`src/rtl/pkmc_wbarbiter_if.sv`:
```
// rtl/pkmc_wbarbiter_if.sv - Wishbone bus bundle between two masters, the arbiter and the memory controller
//
// Signals (names follow the arbiter's point of view):
//   mN_cyc_i, mN_stb_i, mN_we_i, mN_lock_i, mN_adr_i, mN_sel_i, mN_dat_i  master N request (N=0 CPU, N=1 DMA)
//   mN_dat_o, mN_ack_o, mN_err_o, mN_rty_o                                responses back to master N
//   s_cyc_o, s_stb_o, s_we_o, s_lock_o, s_adr_o, s_sel_o, s_dat_o         request towards pkmc_wbmemctrl
//   s_dat_i, s_ack_i, s_err_i, s_rty_i                                    response from pkmc_wbmemctrl
// Modports:
//   master - the arbiter itself (it is the Wishbone master of the memory controller)
//   slave  - the environment: both requesting masters and the memory controller
interface pkmc_wbarbiter_if #(
    parameter int AW = 32
);
    logic          m0_cyc_i;
    logic          m0_stb_i;
    logic          m0_we_i;
    logic          m0_lock_i;
    logic [AW-1:0] m0_adr_i;
    logic [3:0]    m0_sel_i;
    logic [31:0]   m0_dat_i;
    logic [31:0]   m0_dat_o;
    logic          m0_ack_o;
    logic          m0_err_o;
    logic          m0_rty_o;

    logic          m1_cyc_i;
    logic          m1_stb_i;
    logic          m1_we_i;
    logic          m1_lock_i;
    logic [AW-1:0] m1_adr_i;
    logic [3:0]    m1_sel_i;
    logic [31:0]   m1_dat_i;
    logic [31:0]   m1_dat_o;
    logic          m1_ack_o;
    logic          m1_err_o;
    logic          m1_rty_o;

    logic          s_cyc_o;
    logic          s_stb_o;
    logic          s_we_o;
    logic          s_lock_o;
    logic [AW-1:0] s_adr_o;
    logic [3:0]    s_sel_o;
    logic [31:0]   s_dat_o;
    logic [31:0]   s_dat_i;
    logic          s_ack_i;
    logic          s_err_i;
    logic          s_rty_i;

    modport master (
        input  m0_cyc_i, m0_stb_i, m0_we_i, m0_lock_i, m0_adr_i, m0_sel_i, m0_dat_i,
        output m0_dat_o, m0_ack_o, m0_err_o, m0_rty_o,
        input  m1_cyc_i, m1_stb_i, m1_we_i, m1_lock_i, m1_adr_i, m1_sel_i, m1_dat_i,
        output m1_dat_o, m1_ack_o, m1_err_o, m1_rty_o,
        output s_cyc_o, s_stb_o, s_we_o, s_lock_o, s_adr_o, s_sel_o, s_dat_o,
        input  s_dat_i, s_ack_i, s_err_i, s_rty_i
    );

    modport slave (
        output m0_cyc_i, m0_stb_i, m0_we_i, m0_lock_i, m0_adr_i, m0_sel_i, m0_dat_i,
        input  m0_dat_o, m0_ack_o, m0_err_o, m0_rty_o,
        output m1_cyc_i, m1_stb_i, m1_we_i, m1_lock_i, m1_adr_i, m1_sel_i, m1_dat_i,
        input  m1_dat_o, m1_ack_o, m1_err_o, m1_rty_o,
        input  s_cyc_o, s_stb_o, s_we_o, s_lock_o, s_adr_o, s_sel_o, s_dat_o,
        output s_dat_i, s_ack_i, s_err_i, s_rty_i
    );
endinterface

```
`src/rtl/pkmc_wbarbiter.sv`:
```
// rtl/pkmc_wbarbiter.sv - two-master round-robin Wishbone arbiter in front of pkmc_wbmemctrl
//
// Parameters:
//   TIMEOUT - cycles without slave response before the watchdog aborts a cycle (2..255)
//   AW      - address width
// Ports:
//   wb_clk_i  - single clock, rising edge
//   wb_rst_ni - asynchronous active-low reset
//   bus       - pkmc_wbarbiter_if.master: both master ports and the memory controller port
// Optional feature:
//   PKMC_ARB_WATCHDOG_EN - when defined, builds the stall watchdog that answers a hung
//                          access with a one-cycle err to the granted master.
module pkmc_wbarbiter #(
    parameter int TIMEOUT = 255,
    parameter int AW      = 32
) (
    input  logic                   wb_clk_i,
    input  logic                   wb_rst_ni,
    pkmc_wbarbiter_if.master       bus
);

    typedef enum logic [1:0] {
        IDLE = 2'd0,
        GNT0 = 2'd1,
        GNT1 = 2'd2
    } state_t;

    state_t state_q;
    state_t state_d;
    logic   last_gnt_q;
    logic   gnt0;
    logic   gnt1;
    logic   wd_fire;

    // last_gnt only records who was granted; the state register alone drives the grant.
    always_ff @(posedge wb_clk_i or negedge wb_rst_ni) begin
        if (!wb_rst_ni) begin
            state_q    <= IDLE;
            last_gnt_q <= 1'b1;
        end else begin
            state_q <= state_d;
            if (state_q == IDLE && state_d == GNT0) begin
                last_gnt_q <= 1'b0;
            end else if (state_q == IDLE && state_d == GNT1) begin
                last_gnt_q <= 1'b1;
            end
        end
    end

    // Grants always pass through IDLE, so a hand-over costs one dead cycle.
    always_comb begin
        state_d = state_q;
        unique case (state_q)
            IDLE: begin
                if (bus.m0_cyc_i && bus.m1_cyc_i) begin
                    state_d = last_gnt_q ? GNT0 : GNT1;
                end else if (bus.m0_cyc_i) begin
                    state_d = GNT0;
                end else if (bus.m1_cyc_i) begin
                    state_d = GNT1;
                end
            end
            GNT0: begin
                if (!bus.m0_cyc_i && !bus.m0_lock_i) state_d = IDLE;
            end
            GNT1: begin
                if (!bus.m1_cyc_i && !bus.m1_lock_i) state_d = IDLE;
            end
            default: state_d = IDLE;
        endcase
    end

    assign gnt0 = (state_q == GNT0);
    assign gnt1 = (state_q == GNT1);

`ifdef PKMC_ARB_WATCHDOG_EN
    logic [7:0] wd_cnt_q;
    logic       gnt_stb;
    logic       slave_resp;

    assign gnt_stb    = (gnt0 && bus.m0_stb_i) || (gnt1 && bus.m1_stb_i);
    assign slave_resp = bus.s_ack_i || bus.s_err_i;
    // A response arriving in the very cycle the limit is hit still wins over the abort.
    assign wd_fire    = gnt_stb && !slave_resp && (wd_cnt_q == 8'(TIMEOUT));

    always_ff @(posedge wb_clk_i or negedge wb_rst_ni) begin
        if (!wb_rst_ni) begin
            wd_cnt_q <= 8'd0;
        end else if (wd_fire || !gnt_stb || slave_resp) begin
            wd_cnt_q <= 8'd0;
        end else begin
            wd_cnt_q <= wd_cnt_q + 8'd1;
        end
    end
`else
    logic unused_timeout;
    assign unused_timeout = ^8'(TIMEOUT);
    assign wd_fire        = 1'b0;
`endif

    // Slave side is a plain mux of the granted master; everything reads 0 in IDLE.
    always_comb begin
        bus.s_cyc_o  = 1'b0;
        bus.s_stb_o  = 1'b0;
        bus.s_we_o   = 1'b0;
        bus.s_lock_o = 1'b0;
        bus.s_adr_o  = '0;
        bus.s_sel_o  = 4'd0;
        bus.s_dat_o  = 32'd0;
        if (gnt0) begin
            bus.s_cyc_o  = bus.m0_cyc_i;
            bus.s_stb_o  = bus.m0_stb_i && !wd_fire;
            bus.s_we_o   = bus.m0_we_i;
            bus.s_lock_o = bus.m0_lock_i;
            bus.s_adr_o  = bus.m0_adr_i;
            bus.s_sel_o  = bus.m0_sel_i;
            bus.s_dat_o  = bus.m0_dat_i;
        end else if (gnt1) begin
            bus.s_cyc_o  = bus.m1_cyc_i;
            bus.s_stb_o  = bus.m1_stb_i && !wd_fire;
            bus.s_we_o   = bus.m1_we_i;
            bus.s_lock_o = bus.m1_lock_i;
            bus.s_adr_o  = bus.m1_adr_i;
            bus.s_sel_o  = bus.m1_sel_i;
            bus.s_dat_o  = bus.m1_dat_i;
        end
    end

    // Responses only reach the granted master, so a late ack seen in IDLE is dropped.
    always_comb begin
        bus.m0_dat_o = gnt0 ? bus.s_dat_i : 32'd0;
        bus.m0_ack_o = gnt0 && bus.s_ack_i;
        bus.m0_err_o = gnt0 && (bus.s_err_i || wd_fire);
        bus.m0_rty_o = gnt0 && bus.s_rty_i;
        bus.m1_dat_o = gnt1 ? bus.s_dat_i : 32'd0;
        bus.m1_ack_o = gnt1 && bus.s_ack_i;
        bus.m1_err_o = gnt1 && (bus.s_err_i || wd_fire);
        bus.m1_rty_o = gnt1 && bus.s_rty_i;
    end

endmodule

```
`src/flat_wrapper.sv`:
```
// flat-port wrapper written by rule: the top's interface ports become plain ports
module pkmc_wbarbiter_flat 
#(
    parameter int TIMEOUT = 255,
    parameter int AW      = 32
)
  (wb_clk_i, wb_rst_ni, bus_m0_cyc_i, bus_m0_stb_i, bus_m0_we_i, bus_m0_lock_i, bus_m0_adr_i, bus_m0_sel_i, bus_m0_dat_i, bus_m0_dat_o, bus_m0_ack_o, bus_m0_err_o, bus_m0_rty_o, bus_m1_cyc_i, bus_m1_stb_i, bus_m1_we_i, bus_m1_lock_i, bus_m1_adr_i, bus_m1_sel_i, bus_m1_dat_i, bus_m1_dat_o, bus_m1_ack_o, bus_m1_err_o, bus_m1_rty_o, bus_s_cyc_o, bus_s_stb_o, bus_s_we_o, bus_s_lock_o, bus_s_adr_o, bus_s_sel_o, bus_s_dat_o, bus_s_dat_i, bus_s_ack_i, bus_s_err_i, bus_s_rty_i);
  pkmc_wbarbiter_if #(.AW(AW)) bus_i ();
  input  logic wb_clk_i;
  input  logic wb_rst_ni;
  input wire logic [$bits(bus_i.m0_cyc_i)-1:0] bus_m0_cyc_i;
  input wire logic [$bits(bus_i.m0_stb_i)-1:0] bus_m0_stb_i;
  input wire logic [$bits(bus_i.m0_we_i)-1:0] bus_m0_we_i;
  input wire logic [$bits(bus_i.m0_lock_i)-1:0] bus_m0_lock_i;
  input wire logic [$bits(bus_i.m0_adr_i)-1:0] bus_m0_adr_i;
  input wire logic [$bits(bus_i.m0_sel_i)-1:0] bus_m0_sel_i;
  input wire logic [$bits(bus_i.m0_dat_i)-1:0] bus_m0_dat_i;
  output wire logic [$bits(bus_i.m0_dat_o)-1:0] bus_m0_dat_o;
  output wire logic [$bits(bus_i.m0_ack_o)-1:0] bus_m0_ack_o;
  output wire logic [$bits(bus_i.m0_err_o)-1:0] bus_m0_err_o;
  output wire logic [$bits(bus_i.m0_rty_o)-1:0] bus_m0_rty_o;
  input wire logic [$bits(bus_i.m1_cyc_i)-1:0] bus_m1_cyc_i;
  input wire logic [$bits(bus_i.m1_stb_i)-1:0] bus_m1_stb_i;
  input wire logic [$bits(bus_i.m1_we_i)-1:0] bus_m1_we_i;
  input wire logic [$bits(bus_i.m1_lock_i)-1:0] bus_m1_lock_i;
  input wire logic [$bits(bus_i.m1_adr_i)-1:0] bus_m1_adr_i;
  input wire logic [$bits(bus_i.m1_sel_i)-1:0] bus_m1_sel_i;
  input wire logic [$bits(bus_i.m1_dat_i)-1:0] bus_m1_dat_i;
  output wire logic [$bits(bus_i.m1_dat_o)-1:0] bus_m1_dat_o;
  output wire logic [$bits(bus_i.m1_ack_o)-1:0] bus_m1_ack_o;
  output wire logic [$bits(bus_i.m1_err_o)-1:0] bus_m1_err_o;
  output wire logic [$bits(bus_i.m1_rty_o)-1:0] bus_m1_rty_o;
  output wire logic [$bits(bus_i.s_cyc_o)-1:0] bus_s_cyc_o;
  output wire logic [$bits(bus_i.s_stb_o)-1:0] bus_s_stb_o;
  output wire logic [$bits(bus_i.s_we_o)-1:0] bus_s_we_o;
  output wire logic [$bits(bus_i.s_lock_o)-1:0] bus_s_lock_o;
  output wire logic [$bits(bus_i.s_adr_o)-1:0] bus_s_adr_o;
  output wire logic [$bits(bus_i.s_sel_o)-1:0] bus_s_sel_o;
  output wire logic [$bits(bus_i.s_dat_o)-1:0] bus_s_dat_o;
  input wire logic [$bits(bus_i.s_dat_i)-1:0] bus_s_dat_i;
  input wire logic [$bits(bus_i.s_ack_i)-1:0] bus_s_ack_i;
  input wire logic [$bits(bus_i.s_err_i)-1:0] bus_s_err_i;
  input wire logic [$bits(bus_i.s_rty_i)-1:0] bus_s_rty_i;
  assign bus_i.m0_cyc_i = bus_m0_cyc_i;
  assign bus_i.m0_stb_i = bus_m0_stb_i;
  assign bus_i.m0_we_i = bus_m0_we_i;
  assign bus_i.m0_lock_i = bus_m0_lock_i;
  assign bus_i.m0_adr_i = bus_m0_adr_i;
  assign bus_i.m0_sel_i = bus_m0_sel_i;
  assign bus_i.m0_dat_i = bus_m0_dat_i;
  assign bus_m0_dat_o = bus_i.m0_dat_o;
  assign bus_m0_ack_o = bus_i.m0_ack_o;
  assign bus_m0_err_o = bus_i.m0_err_o;
  assign bus_m0_rty_o = bus_i.m0_rty_o;
  assign bus_i.m1_cyc_i = bus_m1_cyc_i;
  assign bus_i.m1_stb_i = bus_m1_stb_i;
  assign bus_i.m1_we_i = bus_m1_we_i;
  assign bus_i.m1_lock_i = bus_m1_lock_i;
  assign bus_i.m1_adr_i = bus_m1_adr_i;
  assign bus_i.m1_sel_i = bus_m1_sel_i;
  assign bus_i.m1_dat_i = bus_m1_dat_i;
  assign bus_m1_dat_o = bus_i.m1_dat_o;
  assign bus_m1_ack_o = bus_i.m1_ack_o;
  assign bus_m1_err_o = bus_i.m1_err_o;
  assign bus_m1_rty_o = bus_i.m1_rty_o;
  assign bus_s_cyc_o = bus_i.s_cyc_o;
  assign bus_s_stb_o = bus_i.s_stb_o;
  assign bus_s_we_o = bus_i.s_we_o;
  assign bus_s_lock_o = bus_i.s_lock_o;
  assign bus_s_adr_o = bus_i.s_adr_o;
  assign bus_s_sel_o = bus_i.s_sel_o;
  assign bus_s_dat_o = bus_i.s_dat_o;
  assign bus_i.s_dat_i = bus_s_dat_i;
  assign bus_i.s_ack_i = bus_s_ack_i;
  assign bus_i.s_err_i = bus_s_err_i;
  assign bus_i.s_rty_i = bus_s_rty_i;
  pkmc_wbarbiter #(.TIMEOUT(TIMEOUT), .AW(AW)) u_core (.wb_clk_i(wb_clk_i), .wb_rst_ni(wb_rst_ni), .bus(bus_i));
endmodule
```
`config.mk`:
```
export PLATFORM = sky130hd
export DESIGN_NAME = pkmc_wbarbiter_flat
export DESIGN_NICKNAME = d
export VERILOG_FILES = /design/src/rtl/pkmc_wbarbiter_if.sv /design/src/rtl/pkmc_wbarbiter.sv /design/src/flat_wrapper.sv
export SDC_FILE = /design/constraint.sdc
export NUM_CORES = 1
export LEC_CHECK = 0
export CAP_MARGIN = 20
export CELL_PAD_IN_SITES_DETAIL_PLACEMENT = 1
export CELL_PAD_IN_SITES_GLOBAL_PLACEMENT = 1
export CORE_AREA = 3 3 125 127
export DETAILED_ROUTE_END_ITERATION = 6
export DIE_AREA = 0 0 128 130
export PLACE_DENSITY = 0.9
export SLEW_MARGIN = 20
export SYNTH_ARGS = -nofsm -noshare
export SYNTH_HDL_FRONTEND = slang
export SYNTH_SLANG_ARGS = --single-unit
```
`constraint.sdc`:
```
create_clock -name wb_clk_i -period 1.8 [get_ports wb_clk_i]
set_clock_uncertainty 0.1 [all_clocks]
set_input_delay 0.54 -clock wb_clk_i [delete_from_list [all_inputs] [get_ports wb_clk_i]]
set_output_delay 0.54 -clock wb_clk_i [all_outputs]
set_load 0.01 [all_outputs]
```
==> results.txt <==
Worst slew margin - 0.886
Final Cycle Share - 1.31
Detailed Route WL - 15.6 mm
Synth async-reset ratio - 1.00
Vias in the first global route - 3,112
Slew @ Worst Pin - 170 ps
Reg clk slew, reported paths - 30 ps
Failing checks - setup timing
Yosys cell types - 15
First-pass GRT wire length - 17.1 mm
Core region area - 14,500 um2
Crit-path cells - nor2b_4 -> buf_12 -> buf_8 -> buf_16 -> buf_6 -> buf_6 -> a22o_1 -> buf_2
Sequential area share after synthesis - 0.0556
Chip width - 128 um
Setup TNS - -59,260 ps
CP max-delay cell - dfrtp_1
WP depth - 8
Worst Setup EP - bus_s_adr_o[22]
Flop2flop setup slack - 540 ps
Worst min-delay path category - in -> async
Hold-fix buffers, CTS - 0
CP Data Required Time - 1160 ps
TritonCTS clock tree - done
Die area - 16,600 um2
Worst-Skew Late Latency - 230 ps
Fillers - 1,666
Mapped Avg Cell Area - 7.54 um2
Final Instance Area - 5440 um2
WP buf/inv - 6
Antenna viol nets, final - 0
Worst path top cell family by delay - buffers and inverters
Placed Instances - 674
Dpl hpwl - 9.81 mm
Die height - 130 um
Net count after synthesis - 363
RSZ-0062 raised after global routing - true
N_diodes - 0
Fmax achieved - 423 MHz
P&R area growth vs syn - 297%
CP Max Fanout - 5
Most Frequent Cell on Critical Path - buf_6
Synth Instances - 182
CTS max path bufs - 2
Status - finished, violations left
Worst Setup SP - u_core.state_q[0]$_DFF_PN0_
Via Count - 3,094
Drt drc - 0
Cell taking the most area after synthesis - a22o_1
Final Hold Fails - 0
Clock sinks - 3
CTS Buf Count - 3
Pre-CTS setup slack - -577 ps
FF+latch count, synth - 3
Largest net degree at the start of global routing - 60
Final Setup Violations - 142
H-tree depth - 1
Post-synth EDFFs - 0
Initial Util - 0.0944
Worst IR Drop VDD - 0.000549 V
WP data arrival - 1720 ps
CP endpoint kind - output port
Post-synth top area share - 0.459
Warnings from Yosys - 0
Critical path class - reg -> out
Cell Area, Placed - 4800 um2
Avg WL per Cell - 21.3 um
Post-layout util - 0.375
Startpoint Class - register
MaxCap Viol Count - 0
Most frequent cells in the layout - clkdlybuf4s50_1 (180), a22o_1 (71), buf_6 (65)
Initial antenna violation count - 0
Fin. max-slew vios - 0
Most common cell after layout, fill and taps aside - clkdlybuf4s50_1
PD cells - 1460 nW/um2
# port buffers - 322
Proportion of layout cells with a drive suffix above 1 - 0.458
CTS Root Buffer Type - clkbuf_16
Primary FF master, synth - dfrtp_1
Total track usage - 0.128
Critical Path Max Stage Delay - 410 ps
Grt ovf - 0
Leakage - 2.58 nW
Boundary Pins - 323
Synthesized area - 1370 um2
DR iter-0 viols - 83
Final Worst Setup Slack - -564 ps
Tmin final - 2360 ps
RD Place Congestion - 0.760
Synth area leaders - a22o_1 (46%), and2_1 (32%), buf_6 (4.1%)
Std-Cell Rows - 44
R2r endpoint - u_core.last_gnt_q$_DFFE_PN1P_
Drt pass-1 iters - 4
Reg-to-Reg Start - u_core.state_q[1]$_DFF_PN0_
Routed vias/inst - 4.24
Post-layout net count - 728
R2R cell count - 5
Fin cells - 730
-- power breakdown --
group | total, mW | internal [mW] | leakage (nW) | switching, mW
clock network | 0.357 | 0.293 | 0.0382 | 0.0642
registers | 0.151 | 0.110 | 0.0354 | 0.0412
logic | 7.43 | 4.27 | 2.51 | 3.16
-- worst min path at each step --
stage                                        from                             to  slack [ps]  depth (start not counted)
floorplan                               wb_rst_ni    u_core.state_q[0]$_DFF_PN0_         140                          0
global placement    u_core.last_gnt_q$_DFFE_PN1P_  u_core.last_gnt_q$_DFFE_PN1P_         420                          2
detailed placement  u_core.last_gnt_q$_DFFE_PN1P_  u_core.last_gnt_q$_DFFE_PN1P_         460                          2
CTS                                     wb_rst_ni    u_core.state_q[0]$_DFF_PN0_         400                          1
global route                            wb_rst_ni    u_core.state_q[0]$_DFF_PN0_         420                          1
finish                                  wb_rst_ni    u_core.state_q[0]$_DFF_PN0_         400                          1
-- layout make-up --
class	count	area, um2	area share
clock buffers	4	78.8	0.0145
well taps	184	230	0.0423
repair buffers	384	3800	0.698
inverters	1	3.75	0.000689
multi-input cells	154	1250	0.231
flip-flops and latches	3	76.3	0.0140
-- Yosys cell counts (2+ instances only) --
master / instances
a22o_1: 72
and2_1: 70
buf_2: 11
buf_4: 5
buf_6: 5
a21oi_1: 3
clkbuf_2: 3
o21ai_0: 3
dfrtp_1: 2
nand2_1: 2
nor2b_1: 2
-- kinds of logic (layout without fill, tap and decap cells) --
family,count (synthesis),count (layout),synth area share
and+or+nand+nor,75,75,0.336
buffers and inverters,25,389,0.122
AOI/OAI and AO/OA,79,79,0.486
DFF,3,3,0.0556
-- registers in the layout, summed over array words and instances, names as in the netlist --
| register | flops |
|---|---|
| u_core.state_q | 2 |
| u_core.last_gnt_q | 1 |
-- layer usage --
layer	vias up	wire, um	global-route usage
met4	0	420	0.0331
met5	-	0	0
met3	27	1670	0.0458
met1	1434	5330	0.127
li1	1411	-	-
met2	222	8150	0.250
-- stage by stage --
step / power (mW) / hold slack (ps)
after floorplan: 2.56 / 144
after global placement: 5.48 / 423
after detailed placement: 5.64 / 456
after CTS: 6.19 / 402
after global routing: 8.37 / 417
final: 7.94 / 403
-- timing repair --
action | in CTS | in global routing
setup endpoints to repair | 142 | 142
resized for setup | 268 | 310
endpoints found under the hold margin | 0 | 0
pin swaps | 7 | 53
gates cloned | 4 | 18
setup buffers | 9 | 23
No activity file was read; power rests on OpenSTA's default activity.
